<file path="src/rtl/ili9341_frame_streamer.sv">
// ili9341_frame_streamer
// Generates full frames of RGB565 test-pattern pixels for an ILI9341 SPI
// pixel sink. Frames are raster-ordered (x fastest), one pixel per accepted
// handshake, with a two-cycle idle gap (DONE + IDLE) between frames.
//
// Handshake: pix_valid/pix_ready follow strict valid/ready rules. pix_valid is
// high for every STREAM cycle and does not depend on pix_ready. A pixel
// transfers on a rising edge where both are high. While valid and not ready,
// pix_data and the pixel position are held.
//
// dbg_state_o exposes the FSM state: 0 = IDLE, 1 = STREAM, 2 = DONE.
module ili9341_frame_streamer #(
    parameter int H_PIXELS  = 10,
    parameter int V_PIXELS  = 10,
    parameter int CELL_LOG2 = 3
) (
    input  logic        clk,
    input  logic        rst,
    input  logic        enable,
    input  logic [2:0]  visua,
    input  logic [1:0]  mode,
    input  logic        pix_ready,
    output logic        pix_valid,
    output logic [15:0] pix_data,
    output logic        frame_start,
    output logic        frame_done,
    output logic        busy,
    output logic [7:0]  frame_cnt,
    output logic [1:0]  dbg_state_o
);

    localparam int XW = ($clog2(H_PIXELS) > 1) ? $clog2(H_PIXELS) : 1;
    localparam int YW = ($clog2(V_PIXELS) > 1) ? $clog2(V_PIXELS) : 1;
    localparam logic [XW-1:0] X_LAST = XW'(H_PIXELS - 1);
    localparam logic [YW-1:0] Y_LAST = YW'(V_PIXELS - 1);

    typedef enum logic [1:0] {
        S_IDLE   = 2'd0,
        S_STREAM = 2'd1,
        S_DONE   = 2'd2
    } state_t;

    state_t          state_q, state_d;
    logic [XW-1:0]   x_q, x_d;
    logic [YW-1:0]   y_q, y_d;
    logic [2:0]      visua_q, visua_d;
    logic [1:0]      mode_q, mode_d;
    logic            frame_start_q, frame_start_d;
    logic            frame_done_q, frame_done_d;
    logic [7:0]      frame_cnt_q, frame_cnt_d;

    // Pattern helpers
    logic [15:0]     colour;
    logic [XW-1:0]   x_cell;
    logic [YW-1:0]   y_cell;
    logic            x_cell_odd;
    logic            y_cell_odd;
    logic            on_border;
    logic [15:0]     pattern;

    // State and datapath registers; reset wins over every other input.
    always_ff @(posedge clk) begin
        if (rst) begin
            state_q       <= S_IDLE;
            x_q           <= '0;
            y_q           <= '0;
            visua_q       <= '0;
            mode_q        <= '0;
            frame_start_q <= 1'b0;
            frame_done_q  <= 1'b0;
            frame_cnt_q   <= '0;
        end else begin
            state_q       <= state_d;
            x_q           <= x_d;
            y_q           <= y_d;
            visua_q       <= visua_d;
            mode_q        <= mode_d;
            frame_start_q <= frame_start_d;
            frame_done_q  <= frame_done_d;
            frame_cnt_q   <= frame_cnt_d;
        end
    end

    // Next-state logic: frame launch, raster advance on accept, frame wrap-up.
    always_comb begin
        state_d       = state_q;
        x_d           = x_q;
        y_d           = y_q;
        visua_d       = visua_q;
        mode_d        = mode_q;
        frame_start_d = 1'b0;
        frame_done_d  = 1'b0;
        frame_cnt_d   = frame_cnt_q;
        case (state_q)
            S_IDLE: begin
                if (enable) begin
                    // Pattern selects are frozen here for the whole frame.
                    state_d       = S_STREAM;
                    visua_d       = visua;
                    mode_d        = mode;
                    x_d           = '0;
                    y_d           = '0;
                    frame_start_d = 1'b1;
                end
            end
            S_STREAM: begin
                if (pix_ready) begin
                    if (x_q == X_LAST) begin
                        x_d = '0;
                        if (y_q == Y_LAST) begin
                            // Last pixel accepted; enable is ignored mid-frame.
                            y_d          = '0;
                            state_d      = S_DONE;
                            frame_done_d = 1'b1;
                            frame_cnt_d  = frame_cnt_q + 8'd1;
                        end else begin
                            y_d = y_q + YW'(1);
                        end
                    end else begin
                        x_d = x_q + XW'(1);
                    end
                end
            end
            S_DONE: begin
                state_d = S_IDLE;
            end
            default: begin
                state_d = S_IDLE;
            end
        endcase
    end

    // Pixel colour from latched selects and current raster position.
    always_comb begin
        case (visua_q)
            3'd0:    colour = 16'hFFE0;
            3'd1:    colour = 16'h07FF;
            3'd2:    colour = 16'hF800;
            3'd3:    colour = 16'h780F;
            3'd4:    colour = 16'h0000;
            default: colour = 16'h001F;
        endcase
        x_cell     = x_q >> CELL_LOG2;
        y_cell     = y_q >> CELL_LOG2;
        x_cell_odd = |(x_cell & XW'(1));
        y_cell_odd = |(y_cell & YW'(1));
        on_border  = (x_q == '0) || (x_q == X_LAST) || (y_q == '0) || (y_q == Y_LAST);
        case (mode_q)
            2'd0:    pattern = colour;
            2'd1:    pattern = y_cell_odd ? ~colour : colour;
            2'd2:    pattern = (x_cell_odd ^ y_cell_odd) ? ~colour : colour;
            default: pattern = on_border ? colour : 16'h0000;
        endcase
    end

    assign pix_valid   = (state_q == S_STREAM);
    assign pix_data    = pix_valid ? pattern : 16'h0000;
    assign busy        = (state_q == S_STREAM) || (state_q == S_DONE);
    assign frame_start = frame_start_q;
    assign frame_done  = frame_done_q;
    assign frame_cnt   = frame_cnt_q;
    assign dbg_state_o = state_q;

endmodule

</file>
<file path="config.mk">
export PLATFORM = sky130hd
export DESIGN_NAME = ili9341_frame_streamer
export DESIGN_NICKNAME = d
export VERILOG_FILES = /design/src/rtl/ili9341_frame_streamer.sv
export SDC_FILE = /design/constraint.sdc
export NUM_CORES = 1
export LEC_CHECK = 0
export CAP_MARGIN = 15
export CELL_PAD_IN_SITES_DETAIL_PLACEMENT = 0
export CELL_PAD_IN_SITES_GLOBAL_PLACEMENT = 1
export CORE_AREA = 2 2 54 93
export CTS_CLUSTER_DIAMETER = 60
export DETAILED_ROUTE_END_ITERATION = 12
export DIE_AREA = 0 0 56 95
export MAX_ROUTING_LAYER = met4
export PLACE_DENSITY_LB_ADDON = 0.1
export SLEW_MARGIN = 20
export SYNTH_ARGS = -nofsm -noshare
export SYNTH_HDL_FRONTEND = slang
export SYNTH_SLANG_ARGS = --single-unit
</file>
<file path="constraint.sdc">
create_clock -name clk -period 2.4 [get_ports clk]
set_input_delay 0.24 -clock clk [delete_from_list [all_inputs] [get_ports clk]]
set_output_delay 0.24 -clock clk [all_outputs]
set_load 0.02 [all_outputs]
</file>
# After elaboration in Yosys (flattened, before gate mapping)

Index checks and enable logic that the tools add are counted.
Widths: inputs -> output; s select.

Register bits: 25
Bits of input ports: 9
Logic and storage cells: 69
Output and inout bits: 30

Multiplexer cells: 21
Bitwise logic cells: 6
Add/subtract/negate cells: 3
Reductions and logical operators: 17
Eq/ne operators: 14

Operator list:

| cell                | number |
|---|---|
| $pmux 16 s5         | 1 |
| $mux 16             | 4 |
| $pmux 16 s3         | 1 |
| $mux 4              | 6 |
| $not 16->16         | 1 |
| $pmux 4 s2          | 2 |
| $reduce_and 4->1    | 3 |
| $add 4x1->4 const B | 2 |
| $add 8x1->8 const B | 1 |
| $eq 4x4->1 const B  | 2 |
| $logic_not 4->1     | 2 |
| $mux 2              | 4 |
| $eq 3x2->1 const B  | 2 |
| $eq 2x1->1 const B  | 2 |
| $eq 2x2->1 const B  | 2 |
| $logic_not 2->1     | 2 |
| $logic_or 1x1->1    | 4 |
| $ne 2x1->1 const B  | 2 |
| $ne 2x2->1 const B  | 2 |
| $not 1->1           | 4 |
| $pmux 2 s2          | 1 |
| $reduce_or 4->1     | 1 |
| $eq 3x1->1 const B  | 1 |
| $eq 3x3->1 const B  | 1 |
| other kinds (7)     | 8 |

# Logic depth before layout (Yosys ltp)

Depth in word-level cells: 7
Gate-level depth with buffers: 7
Depth with buffers taken out: 6

# Least setup slack after synthesis

No wires, ideal clock.

Path type: reg-to-output
From: register state_q[0], in the netlist dbg_state_o[0]
To: output port pix_data[10]
Setup slack: 0.291 ns
Data required time: 2.160 ns
Cell stages (with the launch flop): 6
Data arrival time: 1.869 ns
Buffers on the path: 2
Cells stage by stage: dfxtp_1 -> ha_1 -> buf_4 -> o21ai_0 -> nor2_1 -> buf_4

Word-level cells in the longest chain between the ends: 2

Ends and longest elaborated chain:

| element                | line | text |
|---|---|---|
| from (decl)            | 43   | `state_t state_q, state_d;` |
| from (signal assigned) | 73   | `state_q <= state_d;` |
| $eq 2x1->1             | 156  | `assign pix_valid = (state_q == S_STREAM);` |
| via pix_valid          | 23   | `output logic pix_valid,` |
| $mux 16                | 157  | `assign pix_data = pix_valid ? pattern : 16'h0000;` |
| to (decl)              | 24   | `output logic [15:0] pix_data,` |

The timed path passes the listed nets, and every way through them passes these cells.

# Worst setup path after layout

From: register y_q[1]
To: output port pix_data[3]

Word-level cells in the longest chain between the ends: 6
Elaborated cells between the ends (all ways): 7
Those cells by class: eq/ne: 1; mux: 3; reduce/logical: 3

Ends and longest elaborated chain:

| element                | line | text |
|---|---|---|
| from (decl)            | 45   | `logic [YW-1:0] y_q, y_d;` |
| from (signal assigned) | 75   | `y_q <= y_d;` |
| $logic_not 4->1        | 147  | `on_border = (x_q == '0) \|\| (x_q == X_LAST) \|\| (y_q == '0) \|\| (y_q == Y_LAST);` |
| $logic_or 1x1->1       | 147  |  |
| $logic_or 1x1->1 *     | 147  |  |
| $mux 16 *              | 152  | `default: pattern = on_border ? colour : 16'h0000;` |
| $pmux 16 s3 *          | 148  | `case (mode_q)` |
| $mux 16 *              | 157  |  |

Mark *: on every way between the ends. The rest lies on a longest branch, timed or not.

==> run metrics <==
EDFF count, synth 0; Psw 0.311 mW; ratio of final minimum period to clock period 91.9%; post-synth cell types 43; post-CTS setup buffer count 0; number of top-level design ports 39; slowest cell on the critical path sky130_fd_sc_hd__dlygate4sd2_1; Root Buffer sky130_fd_sc_hd__clkbuf_8; number of detailed-routing iterations run before antenna repair 4; die width 56 um; die height 95 um; count of pins over their slew limit 0; switching part of the total 31.8%; antenna violations before repair 0; Cell Chain, Critical Path inv_1, ha_1, mux2i_1, o22ai_1, o21ai_0, buf_4, nor2_1, dlygate4sd2_1; number of register bits inferred by synthesis 25; Initial Util 33.2%; final hold violation count 0; crit start category flip-flop; sequential-to-total area share from yosys stat 32.6%; area of the core 4620 um2; final weighted congestion in routability-driven placement 0.791; critical path type flip-flop to output port; combinational cell fraction of total power 29.2%; total leakage power 0.835 nW; clock tree skew after final layout 0.00962 ns; Post-DRT Antenna Nets 0; vias in the first global route 1339; Max H-tree Level 1; CTS tree yes; Post-DP HPWL 2930 um; worst-case headroom to the max-slew limit 75.2%; Mapped Area 1530 um2; number of max-cap violations 0; worst-path fanout max 5; CP peak stage delay 0.36 ns; number of warning messages in the yosys log 0; min-delay worst type flip-flop to flip-flop; Initial DRC Count 31; Wirelength per Cell 13.4 um; Cell Rows 33; worst-case register-to-register setup slack 0.59 ns; routed via count divided by cell count 4.99; detailed-route wire length 3620 um; antenna diode count 0; Placed Cells 266; FFs w/ async S/R, synth 0%; number of instances in the synthesized netlist 185; number of nets in the finished design 238; clock-pin slew of the registers on the worst-case setup and hold paths 0.09 ns; number of vias in the routed layout 1346; synthesized netlist net count 204; TritonCTS Buffers 3; Clk network pwr share 25.6%; final cell count without fillers 270; overall die area 5320 um2; status complete, no violations; commonest register cell after synthesis sky130_fd_sc_hd__dfxtp_1; pin count of the biggest net entering global routing 17; Fin Setup TNS 0 ns; transition time of the tightest slew-check pin 0.371 ns; hold-fix buffer count after cts 0; maximum clock path buffer count 2; endpoint arrival time on the critical path 1.96 ns; total global routing overflow 0; share of layout cells above drive strength 1 10.1%; Layout Utilization 42.4%; wire length of the first global-routing pass 5890 um; average footprint of a synthesized cell 8.29 um2; Critical Path End Type output port; Num Clock Sinks 25; power density over the cells 499 nW/um2; clk_lat worst skew 0.27 ns; Int Power 0.668 mW; # DRC 0; Area Overhead vs Synth 27.9%; setup repair after global routing missed its margin yes; total routing usage reported by global routing 14.5%; minimum clock period after layout 2.20 ns; Req. time, crit path 2.16 ns; # setup viols final 0; IO Port Bufs 38; Seq pwr share 45.2%; IR drop worst, VDD 0.320 mV; maximum operating frequency 0.454 GHz
-- sequential cells by signal, indices dropped and copies added (netlist names) --
name,cells
frame_cnt,8
x_q,4
y_q,4
visua_q,3
dbg_state_o,2
mode_q,2
frame_done,1
frame_start,1
-- cell type report --
type / count / area (um2)
fill: 508 / 2660
sequential: 25 / 500
inverter: 11 / 41.3
clock buffer: 4 / 45.0
timing repair buffer: 46 / 428
multi-input combinational: 132 / 882
tap: 52 / 65.1
-- worst paths after layout --
kind / endpoint / start / depth (start not counted)
worst max-delay path: pix_data[3] / y_q[1]$_SDFFE_PP0P_ / 8
worst min register to register: visua_q[0]$_SDFFE_PP0P_ / visua_q[0]$_SDFFE_PP0P_ / 2
worst min-delay path: visua_q[0]$_SDFFE_PP0P_ / visua_q[0]$_SDFFE_PP0P_ / 2
worst max register to register: frame_cnt[7]$_SDFFE_PP0P_ / dbg_state_o[1]$_SDFFE_PP0P_ / 7
-- layer usage --
metal	routed length, um	part of all wire, %	track usage, %
met5	0	0	-
met4	31	0.86	5.36
met3	113	3.1	1.51
met2	2120	59	30.0
met1	1360	37	13.0
-- cells by family (layout without fill, tap and decap cells) --
kind of cell             count (synthesis)  count (layout)  synth area share, %
AO/OA/AOI/OAI                           33              33                 13.5
flip-flops                              25              25                 32.6
multiplexers                             4               4                 2.69
XOR/XNOR                                11              11                 6.28
AND/OR/NAND/NOR                         74              74                 26.7
adder cells (fa/ha/maj)                 10              10                 8.16
buffers and inverters                   28              61                 10.0
-- Yosys cell counts, drive strengths merged, types with 2 or more instances --
cell type | n | share of area, %
nand4 | 2 | 0.82
mux2i | 3 | 2.0
o21ai | 7 | 2.5
nand2 | 16 | 3.9
nor4 | 2 | 1.8
nand4b | 3 | 3.1
a21oi | 13 | 4.2
ha | 10 | 8.2
inv | 11 | 2.7
buf | 15 | 6.9
nor2b | 3 | 1.2
xor2 | 2 | 1.1
nor3 | 5 | 2.0
dfxtp | 25 | 33
a31oi | 3 | 1.2
nand2b | 3 | 1.2
clkbuf | 2 | 0.49
nand3 | 10 | 3.3
xnor2 | 9 | 5.1
nor2 | 24 | 5.9
-- worst max-delay path: cells and delay by family (launching register included) --
family | cells | cell delay, ns
mux | 1 | 0.10
buf+inv | 3 | 0.60
fa+ha+maj | 1 | 0.20
flops | 1 | 0.35
simple gates | 1 | 0.20
compound gates | 2 | 0.25
-- power by group through the flow --
stage,logic (mW),clock network [mW],registers (mW)
finish,0.286,0.251,0.443
CTS,0.291,0.265,0.443
detailed placement,0.310,0,0.453
global route,0.315,0.279,0.445
global placement,0.309,0,0.451
floorplan,0.200,0,0.455
-- cells in the final DEF (no fill, tap or decap), types with 3 or more instances in the layout --
cell type                         count
sky130_fd_sc_hd__nand2b_1             3
sky130_fd_sc_hd__nand3_1             10
sky130_fd_sc_hd__clkbuf_8             3
sky130_fd_sc_hd__nor3_1               4
sky130_fd_sc_hd__dfxtp_1             25
sky130_fd_sc_hd__inv_1               11
sky130_fd_sc_hd__a21oi_1             13
sky130_fd_sc_hd__ha_1                10
sky130_fd_sc_hd__mux2i_1              3
sky130_fd_sc_hd__buf_4                8
sky130_fd_sc_hd__clkdlybuf4s50_1     22
sky130_fd_sc_hd__xnor2_1              9
sky130_fd_sc_hd__nor2b_1              3
sky130_fd_sc_hd__a31oi_1              3
sky130_fd_sc_hd__nor2_1              23
sky130_fd_sc_hd__o21ai_0              6
sky130_fd_sc_hd__dlygate4sd2_1       14
sky130_fd_sc_hd__nand2_1             16
-- per-stage QoR --
| stage | setup slack, ns | cell area, um2 | power, mW | hold slack [ns] |
|---|---|---|---|---|
| 5_1_grt | -0.00299 | 1960 | 1.04 | 0.512 |
| 6_report | 0.195 | 1960 | 0.979 | 0.488 |
| 3_5_place_dp | 0.0717 | 1930 | 0.763 | 0.478 |
| 4_1_cts | 0.0212 | 1950 | 0.999 | 0.491 |
| 3_3_place_gp | 0.113 | 1930 | 0.760 | 0.472 |
| 2_1_floorplan | 0.291 | 1530 | 0.655 | 0.387 |
-- repair_timing --
item                                   CTS  global route
gates resized for setup                 14             3
endpoints found under the hold margin    0             0
gates cloned                             0             0
setup endpoints to repair               14             9
Note: power is estimated with default switching activity, not from simulation.
